===== src/rtl/obd_hex_line_rx_if.sv =====
// Decoded byte stream from the ELM327 hex line receiver to the OBD PID decoder.
// The master drives data/valid/eol/err, and the slave drives ready.
interface obd_hex_line_rx_if;
  logic [7:0] out_data;
  logic       out_valid;
  logic       out_ready;
  logic       out_eol;
  logic       out_err;

  modport master (
    output out_data,
    output out_valid,
    output out_eol,
    output out_err,
    input  out_ready
  );

  modport slave (
    input  out_data,
    input  out_valid,
    input  out_eol,
    input  out_err,
    output out_ready
  );
endinterface


===== src/rtl/obd_hex_line_rx.sv =====
// Pops ASCII characters from the UART RX FIFO, parses ELM327 hex response lines and
// emits decoded bytes plus one end-of-line beat per line on a valid/ready stream.
module obd_hex_line_rx #(
  parameter int RD_LAT    = 3,
  parameter int MAX_BYTES = 16,
  parameter int CNT_BITS  = 5
) (
  input  logic                clk,
  input  logic                reset,
  input  logic                rx_empty,
  input  logic [7:0]          r_data,
  output logic                rd_uart,
  obd_hex_line_rx_if.master   out_if,
  output logic [CNT_BITS-1:0] byte_cnt,
  output logic                prompt_tick,
  output logic                e_char,
  output logic                e_len,
  input  logic                clr_err
);

  localparam int WC_BITS = (RD_LAT > 1) ? $clog2(RD_LAT) : 1;

  localparam logic [7:0] CH_SP = 8'h20;
  localparam logic [7:0] CH_LF = 8'h0A;
  localparam logic [7:0] CH_CR = 8'h0D;
  localparam logic [7:0] CH_GT = 8'h3E;

  typedef enum logic [2:0] {
    S_IDLE  = 3'd0,
    S_POP   = 3'd1,
    S_WAIT  = 3'd2,
    S_PARSE = 3'd3,
    S_EMIT  = 3'd4,
    S_EOL   = 3'd5
  } state_e;

  state_e              state_q, state_d;
  logic [WC_BITS-1:0]  wait_cnt_q, wait_cnt_d;
  logic [3:0]          hi_q, hi_d;
  logic                pend_q, pend_d;
  logic                line_bad_q, line_bad_d;
  logic [CNT_BITS-1:0] byte_cnt_q, byte_cnt_d;
  logic [7:0]          data_q, data_d;
  logic                err_q, err_d;
  logic                rd_q, rd_d;
  logic                valid_q, valid_d;
  logic                eol_q, eol_d;
  logic                prompt_q, prompt_d;
  logic                e_char_q, e_char_d;
  logic                e_len_q, e_len_d;
  logic                set_char_s, set_len_s;
  logic                line_open_s;
  logic [4:0]          nib_s;

  // Returns {is_hex, nibble} for an ASCII character; is_hex=0 for any non-hex char.
  function automatic logic [4:0] hex_decode(input logic [7:0] c);
    logic [4:0] r;
    r = 5'd0;
    if ((c >= 8'h30) && (c <= 8'h39)) begin
      r = {1'b1, c[3:0]};
    end else if (((c >= 8'h41) && (c <= 8'h46)) || ((c >= 8'h61) && (c <= 8'h66))) begin
      r = {1'b1, c[3:0] + 4'd9};
    end else begin
      r = 5'd0;
    end
    return r;
  endfunction

  assign nib_s       = hex_decode(r_data);
  assign line_open_s = (byte_cnt_q != {CNT_BITS{1'b0}}) || pend_q || line_bad_q;

  // Next-state, line bookkeeping and output register inputs.
  always_comb begin
    state_d    = state_q;
    wait_cnt_d = wait_cnt_q;
    hi_d       = hi_q;
    pend_d     = pend_q;
    line_bad_d = line_bad_q;
    byte_cnt_d = byte_cnt_q;
    data_d     = data_q;
    prompt_d   = 1'b0;
    set_char_s = 1'b0;
    set_len_s  = 1'b0;

    case (state_q)
      S_IDLE: begin
        if (!rx_empty) begin
          state_d = S_POP;
        end else begin
          state_d = S_IDLE;
        end
      end
      S_POP: begin
        wait_cnt_d = {WC_BITS{1'b0}};
        state_d    = S_WAIT;
      end
      S_WAIT: begin
        if (wait_cnt_q == WC_BITS'(RD_LAT - 1)) begin
          wait_cnt_d = {WC_BITS{1'b0}};
          state_d    = S_PARSE;
        end else begin
          wait_cnt_d = wait_cnt_q + WC_BITS'(1);
        end
      end
      S_PARSE: begin
        state_d = S_IDLE;
        if (nib_s[4]) begin
          // A poisoned line swallows hex until its terminator.
          if (line_bad_q) begin
            pend_d = 1'b0;
          end else if (!pend_q) begin
            hi_d   = nib_s[3:0];
            pend_d = 1'b1;
          end else begin
            pend_d = 1'b0;
            if (byte_cnt_q >= CNT_BITS'(MAX_BYTES)) begin
              set_len_s  = 1'b1;
              line_bad_d = 1'b1;
            end else begin
              data_d  = {hi_q, nib_s[3:0]};
              state_d = S_EMIT;
            end
          end
        end else begin
          case (r_data)
            CH_SP, CH_LF: begin
              if (pend_q) begin
                set_char_s = 1'b1;
                line_bad_d = 1'b1;
                pend_d     = 1'b0;
              end else begin
                pend_d = 1'b0;
              end
            end
            CH_CR, CH_GT: begin
              prompt_d = (r_data == CH_GT);
              if (pend_q) begin
                line_bad_d = 1'b1;
              end else begin
                line_bad_d = line_bad_q;
              end
              pend_d = 1'b0;
              if (line_open_s) begin
                data_d  = 8'h00;
                state_d = S_EOL;
              end else begin
                state_d = S_IDLE;
              end
            end
            default: begin
              set_char_s = 1'b1;
              line_bad_d = 1'b1;
              pend_d     = 1'b0;
            end
          endcase
        end
      end
      S_EMIT: begin
        if (out_if.out_ready) begin
          byte_cnt_d = byte_cnt_q + CNT_BITS'(1);
          state_d    = S_IDLE;
        end else begin
          state_d = S_EMIT;
        end
      end
      S_EOL: begin
        if (out_if.out_ready) begin
          byte_cnt_d = {CNT_BITS{1'b0}};
          line_bad_d = 1'b0;
          pend_d     = 1'b0;
          state_d    = S_IDLE;
        end else begin
          state_d = S_EOL;
        end
      end
      default: begin
        state_d = S_IDLE;
      end
    endcase

    rd_d     = (state_d == S_POP);
    valid_d  = (state_d == S_EMIT) || (state_d == S_EOL);
    eol_d    = (state_d == S_EOL);
    err_d    = (state_d == S_EOL) ? line_bad_d : 1'b0;
    // A new error event in the same cycle as clr_err keeps the flag set.
    e_char_d = set_char_s ? 1'b1 : (clr_err ? 1'b0 : e_char_q);
    e_len_d  = set_len_s  ? 1'b1 : (clr_err ? 1'b0 : e_len_q);
  end

  // State and output registers; async reset discards any partial line.
  always_ff @(posedge clk or negedge reset) begin
    if (!reset) begin
      state_q    <= S_IDLE;
      wait_cnt_q <= {WC_BITS{1'b0}};
      hi_q       <= 4'h0;
      pend_q     <= 1'b0;
      line_bad_q <= 1'b0;
      byte_cnt_q <= {CNT_BITS{1'b0}};
      data_q     <= 8'h00;
      err_q      <= 1'b0;
      rd_q       <= 1'b0;
      valid_q    <= 1'b0;
      eol_q      <= 1'b0;
      prompt_q   <= 1'b0;
      e_char_q   <= 1'b0;
      e_len_q    <= 1'b0;
    end else begin
      state_q    <= state_d;
      wait_cnt_q <= wait_cnt_d;
      hi_q       <= hi_d;
      pend_q     <= pend_d;
      line_bad_q <= line_bad_d;
      byte_cnt_q <= byte_cnt_d;
      data_q     <= data_d;
      err_q      <= err_d;
      rd_q       <= rd_d;
      valid_q    <= valid_d;
      eol_q      <= eol_d;
      prompt_q   <= prompt_d;
      e_char_q   <= e_char_d;
      e_len_q    <= e_len_d;
    end
  end

  assign rd_uart          = rd_q;
  assign out_if.out_data  = data_q;
  assign out_if.out_valid = valid_q;
  assign out_if.out_eol   = eol_q;
  assign out_if.out_err   = err_q;
  assign byte_cnt         = byte_cnt_q;
  assign prompt_tick      = prompt_q;
  assign e_char           = e_char_q;
  assign e_len            = e_len_q;

endmodule

===== src/flat_wrapper.sv =====
// flat-port wrapper written by rule: the top's interface ports become plain ports
module obd_hex_line_rx_flat 
#(
  parameter int RD_LAT    = 3,
  parameter int MAX_BYTES = 16,
  parameter int CNT_BITS  = 5
)
  (clk, reset, rx_empty, r_data, rd_uart, byte_cnt, prompt_tick, e_char, e_len, clr_err, out_if_out_data, out_if_out_valid, out_if_out_eol, out_if_out_err, out_if_out_ready);
  obd_hex_line_rx_if out_if_i ();
  input  logic clk;
  input  logic reset;
  input  logic rx_empty;
  input  logic [7:0] r_data;
  output logic rd_uart;
  output logic [CNT_BITS-1:0] byte_cnt;
  output logic prompt_tick;
  output logic e_char;
  output logic e_len;
  input  logic clr_err;
  output wire logic [$bits(out_if_i.out_data)-1:0] out_if_out_data;
  output wire logic [$bits(out_if_i.out_valid)-1:0] out_if_out_valid;
  output wire logic [$bits(out_if_i.out_eol)-1:0] out_if_out_eol;
  output wire logic [$bits(out_if_i.out_err)-1:0] out_if_out_err;
  input wire logic [$bits(out_if_i.out_ready)-1:0] out_if_out_ready;
  assign out_if_out_data = out_if_i.out_data;
  assign out_if_out_valid = out_if_i.out_valid;
  assign out_if_out_eol = out_if_i.out_eol;
  assign out_if_out_err = out_if_i.out_err;
  assign out_if_i.out_ready = out_if_out_ready;
  obd_hex_line_rx #(.RD_LAT(RD_LAT), .MAX_BYTES(MAX_BYTES), .CNT_BITS(CNT_BITS)) u_core (.clk(clk), .reset(reset), .rx_empty(rx_empty), .r_data(r_data), .rd_uart(rd_uart), .out_if(out_if_i), .byte_cnt(byte_cnt), .prompt_tick(prompt_tick), .e_char(e_char), .e_len(e_len), .clr_err(clr_err));
endmodule

===== config.mk =====
export PLATFORM = sky130hd
export DESIGN_NAME = obd_hex_line_rx_flat
export DESIGN_NICKNAME = d
export VERILOG_FILES = /design/src/rtl/obd_hex_line_rx_if.sv /design/src/rtl/obd_hex_line_rx.sv /design/src/flat_wrapper.sv
export SDC_FILE = /design/constraint.sdc
export NUM_CORES = 1
export LEC_CHECK = 0
export ABC_AREA = 1
export CORE_MARGIN = 8
export CORE_UTILIZATION = 29
export DETAILED_ROUTE_END_ITERATION = 12
export GPL_TIMING_DRIVEN = 0
export PLACE_DENSITY = 0.47
export SYNTH_ARGS = -nofsm -noshare
export SYNTH_HDL_FRONTEND = slang
export SYNTH_SLANG_ARGS = --single-unit
export TNS_END_PERCENT = 20

===== constraint.sdc =====
create_clock -name clk -period 1.67 [get_ports clk]
set_clock_uncertainty 0.05 [all_clocks]
set_input_delay 0.2505 -clock clk [delete_from_list [all_inputs] [get_ports clk]]
set_output_delay 0.2505 -clock clk [all_outputs]
set_load 0.01 [all_outputs]

==> impl_metrics.tcl <==
set metrics [dict create \
    status "finished with violations" \
    violations "hold timing" \
    design_area_um2 2268 \
    reg2regPathDepth 10 \
    async_flop_share_pct 100.0 \
    dpl_cell_area_um2 2090 \
    synth-edff-count 0 \
    cellPowerDensity_nw_per_um2 925.3 \
    setup_slack_ns 0.09738 \
    fill_cells 569 \
    drive_gt1_share_pct 20.24 \
    cp-start-kind "primary input" \
    peakVddDrop_mv 0.3976 \
    ys_warn_count 0 \
    dp_slack_ns -0.6410 \
    hold_path.class "in -> async" \
    yosysUniqueCellTypes 28 \
    min_period_over_period_pct 94.17 \
    fin_setup_tns_ns 0 \
    num_vias 1419 \
    syn_avg_cell_area_um2 8.296 \
    worstSetupPathType "in -> reg" \
    hpwl_um 2900 \
    io_buffers 32 \
    worst-path-max-fanout 8 \
    cts_max_path_buffers 2 \
    die_width_um 92.21 \
    drtAntennaViolNets 0 \
    synth_xor_area_share_pct 0.5201 \
    finalCriticalPeriod_ns 1.573 \
    synth_top_family_by_area "simple AND/OR/NAND/NOR gates" \
    r2r-start "u_core.byte_cnt[0]$_DFFE_PN0P_" \
    holdWs_ns -0.03086 \
    ys_top_cells_by_area "dfrtp_1, nand2_1, nand3_1" \
    cts.clk_slew.worst_paths_ns 0.06 \
    area_delta_synth_final_pct 34.70 \
    cts_tree "done" \
    yosys.area.top_type "dfrtp_1" \
    relSlewSlack_pct 52.32 \
    cpPeakStageDelay_ns 0.46 \
    crit_path_top_delay_cell "clkdlybuf4s50_1" \
    nNetsFinal 265 \
    finalSetupViolCount 0 \
    grt_start_max_net_pins 32 \
    syn_inst 203 \
    path_cells "clkdlybuf4s50_1, inv_1, nand2_2, nor2_4, nand3_4, nand2_8, nand2_2, nor2_4, inv_2, nand2_1, o21ai_1" \
    core_area_um2 5574 \
    grt_setup_unrepaired "true" \
    gp_congestion 0.7807 \
    synth_most_common_cell "nand2_1" \
    cp_top_family "simple AND/OR/NAND/NOR gates" \
    timing.rr.end "u_core.out_if.out_data[5]$_DFFE_PN0P_" \
    critPathCaptureType "flop" \
    cts_num_sinks 31 \
    yosysSeqAreaShare_pct 46.06 \
    drc 0 \
    ys_top_cells_by_count "nand2_1, dfrtp_1, inv_1" \
    required_ns 1.79 \
    avgViaCountPerCell 4.448 \
    rows 27 \
    cts_buffers 5 \
    grt_pass1_vias 1477 \
    gr-total-overflow 0 \
    cts_root_buffer "clkbuf_8" \
    wl_per_cell_um 11.95 \
    io_pins 33 \
    cp.buffers_inverters 3 \
    synthSimpleGateAreaFrac_pct 35.22 \
    antenna_found_initial 0 \
    cp_data_arrival_time_ns 1.69 \
    synth_area_um2 1684 \
    routed_wl_um 3813 \
    final-seq-area_um2 777.0 \
    clock_latency_ns 0.28 \
    synth_top_cell_area_share_pct 46.06 \
    hold_violations 31 \
    grt_usage_pct 9.624 \
    grt_pass1_wl_um 6624 \
    cap_violations 0 \
    die_h_um 92.21 \
    synthAdderAreaFrac_pct 4.458 \
    synthesis.nets 222 \
    die_area_um2 8502 \
    n_antenna_cell 0 \
    finalPower_w 0.002099 \
    cts_max_level 2 \
    p_leak_nw 1.125 \
    final_util_pct 40.70 \
    ff2ff_setup_slack_ns 0.15 \
    drt_iter0_drc 48 \
    dr.pass1.iters 4 \
    start_util_pct 30.21 \
    drv_slew 0 \
    multiInputGateArea_um2 834.6 \
    tightest_slew_ns 0.7152 \
    max_freq_mhz 635.9 \
    muxShareOfSynthArea_pct 0 \
    synth-seq-cells 31 \
    synth_ff_type "dfrtp_1" \
    synth_compound_area_share_pct 6.389 \
]
routing by layer:
layer,wire length [um],global-route usage [%]
met1,1698,10.91
met2,1814,15.91
met3,247,3.830
met4,53,3.624
met5,0,0
state kept, by name (all words and copies together) (netlist names), 2 cells and up:
signal                  flops
u_core.state_q              3
u_core.byte_cnt             5
u_core.out_if.out_data      8
u_core.hi_q                 4
u_core.wait_cnt_q           2
layout make-up:
type	count	area share [%]
clock buffers	8	4.413
repair buffers	36	15.11
flip-flops and latches	31	34.25
well taps	72	3.971
inverters	31	5.461
multi-input cells	141	36.79
kinds of logic after synthesis:
| kind of cell | count (synthesis) |
|---|---|
| AND/OR/NAND/NOR | 114 |
| buffers and inverters | 31 |
| flip-flops | 31 |
| AO/OA/AOI/OAI | 20 |
| adder cells (fa/ha/maj) | 6 |
| XOR/XNOR | 1 |
worst register-to-register path, stage by stage (launching register included):
cell and delay [ns]:
dfrtp_1 0.39, inv_1 0.08, ha_1 0.21, nand4_1 0.10, nor2_1 0.05, nor2_2 0.15
nand2_4 0.11, nand2_8 0.12, inv_8 0.06, nand2_2 0.05, nand2_1 0.04
cells in the final DEF, fill, tap and decap left out, types with 4 or more instances in the layout:
master	instances
a21oi_1	4
nand3_1	19
nand2_2	11
dfrtp_1	30
inv_1	26
inv_2	4
ha_1	5
clkbuf_8	7
nand2_1	44
buf_4	4
clkdlybuf4s50_1	26
nor2_1	16
o21ai_1	4
o21ai_0	8
per-stage QoR:
stage                     instances  hold slack [ns]
after global placement          307           0.4096
after global routing            319          0.03051
after CTS                       319         0.002562
final                           319         -0.03086
after detailed placement        307           0.3047
after floorplan                 203         -0.09509
where the power goes:
group	leakage [nW]	internal, W	total, W	switching, W
registers	0.410	0.000857	0.000936	0.0000796
logic	0.664	0.000219	0.000519	0.000300
clock network	0.0515	0.000376	0.000643	0.000268
worst max path at each step:
stage,end,cells after the start,from
after global placement,u_core.out_if.out_data[7]$_DFFE_PN0P_,12,r_data[0]
after detailed placement,u_core.out_if.out_data[7]$_DFFE_PN0P_,12,r_data[0]
after CTS,u_core.out_if.out_data[7]$_DFFE_PN0P_,12,r_data[0]
final,u_core.hi_q[2]$_DFFE_PN0P_,11,r_data[4]
after global routing,u_core.hi_q[1]$_DFFE_PN0P_,11,r_data[4]
after floorplan,u_core.out_if.out_data[2]$_DFFE_PN0P_,11,r_data[0]
timing repair:
action | in CTS | in global routing
pin swaps | 2 | 5
hold buffers | 0 | 0
endpoints found under the setup margin | 21 | 18
buffers inserted | 4 | 0
gates resized for setup | 5 | 15
Power figures use the tool's default switching activity.
